[config.mk]
export PLATFORM = sky130hd
export DESIGN_NAME = clock_divider
export DESIGN_NICKNAME = d
export VERILOG_FILES = /design/src/rtl/clock_divider.sv
export SDC_FILE = /design/constraint.sdc
export NUM_CORES = 1
export LEC_CHECK = 0
export BUFFER_PORTS_ARGS = -buffer_cell sky130_fd_sc_hd__buf_4
export CAP_MARGIN = 5
export CORE_ASPECT_RATIO = 0.7
export CORE_MARGIN = 2
export CORE_UTILIZATION = 60
export CTS_CLUSTER_SIZE = 14
export DETAILED_ROUTE_END_ITERATION = 8
export PLACE_DENSITY = 0.93
export SYNTH_ARGS = -nofsm -noshare
export SYNTH_HDL_FRONTEND = slang
export SYNTH_SLANG_ARGS = --single-unit
[constraint.sdc]
create_clock -name clk -period 8.65 [get_ports clk]
set_input_delay 1.2975 -clock clk [delete_from_list [all_inputs] [get_ports clk]]
set_output_delay 1.2975 -clock clk [all_outputs]
set_load 0.005 [all_outputs]
[src/rtl/clock_divider.sv]
`default_nettype none
// ============================================================================
//  Module      : clock_divider
//  Description : Programmable divider producing the slow display-scan clock
//                clk_div (50% duty, H cycles high / H cycles low) and a
//                one-cycle tick strobe in the clk domain on each clk_div rise.
//                The half-period is resampled only at toggle boundaries, so a
//                change never produces a short or stretched half.
//  Revision    : 1.0 - initial release
// ============================================================================
module clock_divider #(
    parameter int WIDTH        = 26,
    parameter int DEFAULT_HALF = 25000
) (
    input  logic             clk,
    input  logic             rst,
    input  logic             en,
    input  logic [WIDTH-1:0] half_period,
    output logic             clk_div,
    output logic             tick
);

    localparam logic [WIDTH-1:0] c_one          = WIDTH'(1);
    localparam logic [WIDTH-1:0] c_default_half = WIDTH'(DEFAULT_HALF);
    // A zero default would leave the counter with no terminal count.
    localparam logic [WIDTH-1:0] c_reset_half   =
        (c_default_half == '0) ? c_one : c_default_half;

    logic [WIDTH-1:0] r_cnt;
    logic [WIDTH-1:0] r_active_half;

    logic [WIDTH-1:0] w_last_cnt;
    logic             w_terminal;
    logic [WIDTH-1:0] w_next_half;

    // r_active_half is never 0, so the subtraction cannot wrap and r_cnt can
    // never run past the terminal count, even at the maximum half-period.
    assign w_last_cnt  = r_active_half - c_one;
    assign w_terminal  = (r_cnt == w_last_cnt);
    assign w_next_half = (half_period == '0) ? c_one : half_period;

    // Half-period counter, toggle register and rising-edge strobe.
    always_ff @(posedge clk) begin
        if (rst) begin
            r_cnt         <= '0;
            r_active_half <= c_reset_half;
            clk_div       <= 1'b0;
            tick          <= 1'b0;
        end else if (en) begin
            if (w_terminal) begin
                r_cnt         <= '0;
                clk_div       <= ~clk_div;
                // Rising toggle: tick lands on the first high cycle.
                tick          <= ~clk_div;
                // New value governs the half that starts at this edge.
                r_active_half <= w_next_half;
            end else begin
                r_cnt <= r_cnt + c_one;
                tick  <= 1'b0;
            end
        end else begin
            tick <= 1'b0;
        end
    end

endmodule
`default_nettype wire

# After elaboration in Yosys (flattened, before gate mapping)
# Index checks and enable logic that the tools add are counted.
# word_totals
register_bits	54
in_bits	29
out_inout_bits	2
wordCells	15
# op_classes
addsub	2
eq_ne	1
mux	2
bitwise_logic	3
n_reduce_logical	3
# ops
cell	n
$mux 26	2
$add 26x1->26 const B	1
$eq 26x26->1	1
$logic_not 26->1	1
$sub 26x1->26 const B	1
$not 1->1	3
$reduce_or 3->1	1
$reduce_and 2->1	1

# Depth between registers and ports, before layout
# Gate-level depths: netlist of the first run.
# logic_depth
depth_word	4
mapped_depth	13
ltp_nobuf	10

# Worst setup path after synthesis of the first run
# OpenSTA, ideal clock, no wires.
# synth_timing
path_kind	flip-flop to flip-flop
from	register r_active_half[0]
to	register r_active_half[0]
setup_time_ps	131
t_arrival_ps	3461
t_required_ps	8519
path_slack_ps	5058
path_stages_with_launch	13
n_path_buf	2
synth_period_minus_slack_ps	3592
path_cell_list	dfxtp_1 > inv_1 > ha_1 > nor4b_4 > nand3_1 > or4_1 > a22o_1 > or4_1 > or4_1 > buf_6 > buf_6 > nor4_2 > nor3b_1
# synth_between
elab_chain_len	3
# synth_lines
element	line_no	source
start: declaration	30	logic [WIDTH-1:0] r_active_half;
start signal: assignment	46	r_active_half <= c_reset_half;
start signal: assignment	56	r_active_half <= w_next_half;
$sub 26x1->26	38	assign w_last_cnt = r_active_half - c_one;
$eq 26x26->1	39	assign w_terminal = (r_cnt == w_last_cnt);
$reduce_and 2->1 (no source line)	n/a	
# No other way between the ends.
# A chain may end at the register's enable or synchronous reset.

# Worst setup path after layout of the first run
# layout_timing
from	register r_active_half[0]
to	register r_active_half[13]
# Same word-level chain as after synthesis.

==> run_results.csv, run 1 <==
group,metric,value,unit
layout,most-common-layout-cells,"dfxtp_1 (54), nor3_1 (37), nand3_1 (34)",
global_route,grt_pass1_wl,13000,um
drt,routed_wl,7760,um
setup_path,crit_path_frequent_cell,"or4_1",
layout,instances_no_fill,489,
drt,wl_per_cell,15.9,um
drt,vias_per_cell,6.31,
drt,drc,0,
setup_path,reg2reg_slack,3.98,ns
power,p_leak,1.16,nW
yosys,async_flop_share,0,%
drt,vias,3086,
outcome,status,"complete, no violations",
clocking,cts_root_buf,"clkbuf_8",
setup_path,critical_path.max_fanout,31,
global_route,grt_pass1_vias,2656,
clocking,clk-insertion-delay-late,0.31,ns
setup_path,r2r-end,"r_active_half[13]$_SDFFE_PP1P_",
placement,post-dp-hpwl,5780,um
clocking,cts_tree,"done",
sta,max_slew_margin,29.0,%
setup_path,ff2ff_path_depth,10,
setup_path,path_delay_family,"simple AND/OR/NAND/NOR gates",
yosys,seq_area_frac_synth,32.8,%
yosys,yosys.area.top_type,"dfxtp_1",
sta,fmax,214,MHz
layout,area_growth,8.96,%
layout,fin_area,3590,um2
clocking,cts_resized,0,
setup_path,crit_slowest_cell,"or4_1",
layout,drive_gt1_share,11.8,%
drt,drt_iter0_markers,361,
setup_path,cp.depth,10,
floorplan,die_x,92.6,um
setup_path,slowest_delay,0.90,ns
sta,hold_viol,0,
layout,antennaDiodeCount,0,
setup_path,cp-end-kind,"register",
min_path,worstHoldStart,"clk_div$_SDFFE_PP0P_",
setup_path,critPathLaunchType,"register",
placement,place_inst,481,
clocking,cts_buffers,5,
placement,port_buffers,30,
drt,first_pass_iters,5,
yosys,postSynthAreaPerCell,8.14,um2
floorplan,die_h,66.0,um
yosys,syn_inst,405,
layout,nets,447,
yosys,synth_top_cell_area_share,32.8,%
global_route,grt_max_degree,62,
yosys,yosys-top-cells-area,"dfxtp_1 (33%), xnor2_1 (8.2%), xor2_1 (7.2%)",
sta,grt_setup_unrepaired,"no",
floorplan,placementRows,22,
setup_path,crit_type,"register to register",
sta,slew_violations,0,
sta,skew,0.0107,ns
power,ir_worst_vdd,78.7,uV
yosys,synth_area,3300,um2
layout,fillerInstances,430,
setup_path,cp_num_buf_inv,1,
layout,seq_area,1080,um2
yosys,synthFlopType,"dfxtp_1",
yosys,synth_edf_count,0,
sta,tns,0,ns
sta,timing.final.crit_share,54.0,%
yosys,ys_warn_count,0,
setup_path,arrival,4.91,ns
layout,multi_input_area,2050,um2
power,power,439,uW
placement,postPlaceCellArea,3480,um2
clocking,cts.clk_slew.worst_paths,0.10,ns
setup_path,crit_chain,"inv_1 -> ha_1 -> nor4b_4 -> nand3_1 -> or4_1 -> a22o_1 -> or4_1 -> or4_1 -> nor2_4 -> mux2i_1",
sta,tightestPinTransition,1.05,ns
floorplan,initial_core_util,62.7,%
drt,ant_nets,0,
yosys,ys_types,48,
setup_path,crit_required,8.89,ns
power,power_density,122,nW/um2
min_path,hp-class,"register to register",
yosys,ys_ff_latch,54,
global_route,overflow,0,
setup_path,reg2reg_from,"r_active_half[0]$_SDFFE_PP0P_",
min_path,whs_path_depth,1,
floorplan,boundaryPins,31,
clocking,hold_buffers,0,
floorplan,die_area,6110,um2
sta,period_minus_slack,4.67,ns
layout,final_common_cell,"dfxtp_1",
floorplan,fp.coreArea,5260,um2
sta,setup_viol,0,
clocking,post_cts_buffers,0,
min_path,hold_path_end,"tick$_SDFF_PP0_",
yosys,synth_nets,436,
global_route,antenna_found_initial,0,
job,max_cap_viol_count,0,
clocking,ctsHtreeMaxLevel,2,
placement,gp_congestion,0.908,
clocking,cts_max_path_buffers,2,
global_route,gr-usage-all-layers,26.9,%
clocking,cts.sinks,54,
==> state kept, by name (all words and copies together) (netlist names) <==
signal	count
r_active_half	26
tick	1
clk_div	1
r_cnt	26
==> power by group <==
| part | switching, mW | total, mW | internal (mW) | leakage (nW) |
|---|---|---|---|---|
| Clock | 0.0815 | 0.168 | 0.0864 | 0.0514 |
| Sequential | 0.00107 | 0.250 | 0.249 | 0.435 |
| Combinational | 0.0101 | 0.0208 | 0.0107 | 0.671 |
==> synth_stat cells (all sizes together), types with 8 or more instances <==
library cell / n
clkbuf: 17
o21ai: 23
nand2: 20
or4: 10
a21oi: 25
inv: 8
xor2: 27
dfxtp: 54
xnor2: 31
nand3: 35
nor4: 19
nor2: 28
buf: 10
nor3: 37
==> worst register-to-register path, stage by stage (launching register included) <==
cell     delay [ns]
dfxtp_1        0.36
inv_1          0.09
ha_1           0.27
nor4b_4        0.45
nand3_1        0.23
or4_1          0.50
a22o_1         0.21
or4_1          0.57
or4_1          0.90
nor2_4         0.77
mux2i_1        0.26
==> per-layer routing <==
layer	routed length (um)	vias to the layer above	track usage, %
li1	-	1488	-
met5	0	-	0
met2	3160	161	38.3
met3	735	8	6.50
met4	66	0	5.97
met1	3800	1429	40.6
==> how the worst max path moves through the flow <==
| stage | start | end | slack [ns] |
|---|---|---|---|
| after global placement | r_active_half[0]$_SDFFE_PP0P_ | r_active_half[7]$_SDFFE_PP1P_ | 4.15 |
| after CTS | r_active_half[0]$_SDFFE_PP0P_ | r_active_half[13]$_SDFFE_PP1P_ | 3.99 |
| after global routing | r_active_half[0]$_SDFFE_PP0P_ | r_active_half[13]$_SDFFE_PP1P_ | 3.61 |
| final | r_active_half[0]$_SDFFE_PP0P_ | r_active_half[13]$_SDFFE_PP1P_ | 3.98 |
| after floorplan | r_active_half[0]$_SDFFE_PP0P_ | r_active_half[0]$_SDFFE_PP0P_ | 5.06 |
| after detailed placement | r_active_half[0]$_SDFFE_PP0P_ | r_active_half[13]$_SDFFE_PP1P_ | 4.02 |
==> cell families (layout without fill, tap and decap cells) <==
family,after synthesis,count (layout),share of synthesized area (%)
and+or+nand+nor,177,177,30.7
muxes,7,7,2.13
DFF,54,54,32.8
adders and majority gates,2,2,0.759
xor gates and xnor gates,58,58,15.4
buffers and inverters,35,47,5.27
AOI/OAI and AO/OA,72,72,12.9
==> final cells by class <==
class | count | area share, %
Inverter | 8 | 0.836
Tap cell | 72 | 2.51
Timing Repair Buffer | 31 | 6.48
Sequential cell | 54 | 30.1
Clock inverter | 2 | 1.04
Clock buffer | 6 | 2.02
Multi-Input combinational cell | 316 | 57.0
==> metrics by stage <==
step | setup slack, ns | util (%) | hold WS (ns)
finish | 3.98 | 68.3 | 0.520
global route | 3.61 | 68.3 | 0.533
CTS | 3.99 | 68.3 | 0.518
detailed placement | 4.02 | 66.2 | 0.510
global placement | 4.15 | 66.2 | 0.496
floorplan | 5.06 | - | 0.466
(Power assumes the default switching activity.)
==> run 2, diff against run 1 <==
Settings changed: CORE_UTILIZATION 60 to 59, PLACE_DENSITY 0.93 to 0.91.
Clock period 8.65 ns to 4.8 ns, I/O delays scaled along.
==> run_results.csv, run 2 (synthesis results as in run 1) <==
group,metric,value,unit
outcome,status,"complete, no violations",
sta,fmax,241,MHz
placement,postPlaceCellArea,3520,um2
drt,ant_nets,0,
power,p_int,677,uW
drt,drt_iter0_markers,317,
placement,port_buffers,30,
floorplan,initial_core_util,62.1,%
clocking,cts_resized,0,
power,clkPwrFrac,42.3,%
floorplan,boundaryPins,31,
clocking,clk-insertion-delay-late,0.31,ns
layout,nets,452,
global_route,antenna_found_initial,0,
layout,postLayoutCoreUtil,68.8,%
setup_path,reg2reg_slack,0.65,ns
sta,grt_setup_unrepaired,"no",
min_path,hp-class,"register to register",
sta,hold_viol,0,
layout,antennaDiodeCount,0,
clocking,cts.clk_slew.worst_paths,0.10,ns
clocking,cts_buffers,5,
floorplan,placementRows,22,
layout,fin_area,3660,um2
clocking,cts.sinks,54,
power,p_seq_share,53.2,%
sta,slew_violations,0,
layout,seq_area,1080,um2
clocking,post_cts_buffers,0,
clocking,hold_buffers,0,
global_route,grt_max_degree,62,
setup_path,reg2reg_from,"r_active_half[0]$_SDFFE_PP0P_",
drt,wl_per_cell,16.4,um
drt,vias,3060,
sta,skew,0.0108,ns
sta,max_slew_margin,28.5,%
clocking,cts_tree,"done",
power,p_sw,172,uW
drt,vias_per_cell,6.19,
placement,post-dp-hpwl,6020,um
power,comb_power_share,4.5,%
layout,instances_no_fill,494,
floorplan,die_area,6210,um2
floorplan,die_h,66.5,um
setup_path,arrival,4.31,ns
placement,gp_congestion,0.874,
job,max_cap_viol_count,0,
drt,drc,0,
layout,drive_gt1_share,13.0,%
sta,tns,0,ns
setup_path,crit_type,"register to register",
layout,fillerInstances,470,
clocking,cts_root_buf,"clkbuf_8",
layout,largestRegisters,"r_active_half (26), r_cnt (26)",
power,sw_frac_of_total,20.2,%
global_route,grt_pass1_vias,2822,
sta,timing.final.crit_share,86.4,%
clocking,ctsHtreeMaxLevel,2,
layout,multi_input_area,2050,um2
global_route,overflow,0,
sta,setup_viol,0,
drt,first_pass_iters,5,
setup_path,crit_path_start,"r_active_half[0]$_SDFFE_PP0P_",
placement,place_inst,486,
layout,final_common_cell,"dfxtp_1",
floorplan,fp.coreArea,5310,um2
layout,area_growth,10.9,%
layout,most-common-layout-cells,"dfxtp_1 (54), nor3_1 (37), buf_4 (36)",
min_path,worstHoldStart,"r_active_half[25]$_SDFFE_PP0P_",
setup_path,critPathLaunchType,"register",
power,ir_worst_vdd,128,uV
global_route,grt_pass1_wl,13800,um
power,p_leak,1.20,nW
power,power,849,uW
drt,routed_wl,8110,um
sta,tightestPinTransition,1.06,ns
global_route,gr-usage-all-layers,27.9,%
clocking,cts_max_path_buffers,2,
setup_path,crit_required,4.96,ns
setup_path,cp-end-kind,"register",
setup_path,critical_path.max_fanout,24,
power,power_density,232,nW/um2
floorplan,die_x,93.3,um
sta,period_minus_slack,4.15,ns
==> run 2: final timing paths <==
path                               endpoint  cells after the start
max                   r_cnt[9]$_SDFFE_PP0P_                     11
min          r_active_half[25]$_SDFFE_PP0P_                      2
max reg2reg           r_cnt[9]$_SDFFE_PP0P_                     11
min reg2reg  r_active_half[25]$_SDFFE_PP0P_                      2
==> run 2: critical path, cell delays in order (launching register included) <==
cell and delay (ns):
dfxtp_1 0.36, inv_1 0.08, ha_1 0.26, nor4b_4 0.46
nand3_1 0.23, or4_1 0.50, a22o_1 0.21, or4_1 0.56
or4_1 0.60, nor2_4 0.30, buf_4 0.33, nor3_1 0.09
==> run 2: final cells by class <==
class	count	area share, %
Clock buffer	5	1.88
Clock inverter	3	1.88
Inverter	8	0.821
Multi-Input combinational cell	316	56.0
Sequential cell	54	29.6
Tap cell	72	2.46
Timing Repair Buffer	36	7.39
==> run 2: per-layer routing <==
| layer | up-vias | global-route usage [%] | part of all wire (%) |
|---|---|---|---|
| met4 | 0 | 4.23 | 0.11 |
| met5 | - | 0 | 0 |
| li1 | 1502 | - | - |
| met1 | 1426 | 42.7 | 50 |
| met2 | 130 | 41.5 | 42 |
| met3 | 2 | 4.86 | 8.4 |
==> run 2: stage by stage <==
| stage | worst slack, ns | hold slack, ns |
|---|---|---|
| after floorplan | 1.21 | 0.466 |
| after global placement | 0.837 | 0.487 |
| after detailed placement | 0.725 | 0.490 |
| after CTS | 0.707 | 0.505 |
| after global routing | 0.412 | 0.548 |
| final | 0.653 | 0.506 |
==> run 2: power groups by stage <==
stage          Clock [mW]  Combinational (mW)  Sequential [mW]
2_1_floorplan           0              0.0150            0.461
3_3_place_gp            0              0.0372            0.462
3_5_place_dp            0              0.0377            0.462
4_1_cts             0.363              0.0380            0.451
5_1_grt             0.383              0.0419            0.452
6_report            0.359              0.0384            0.451
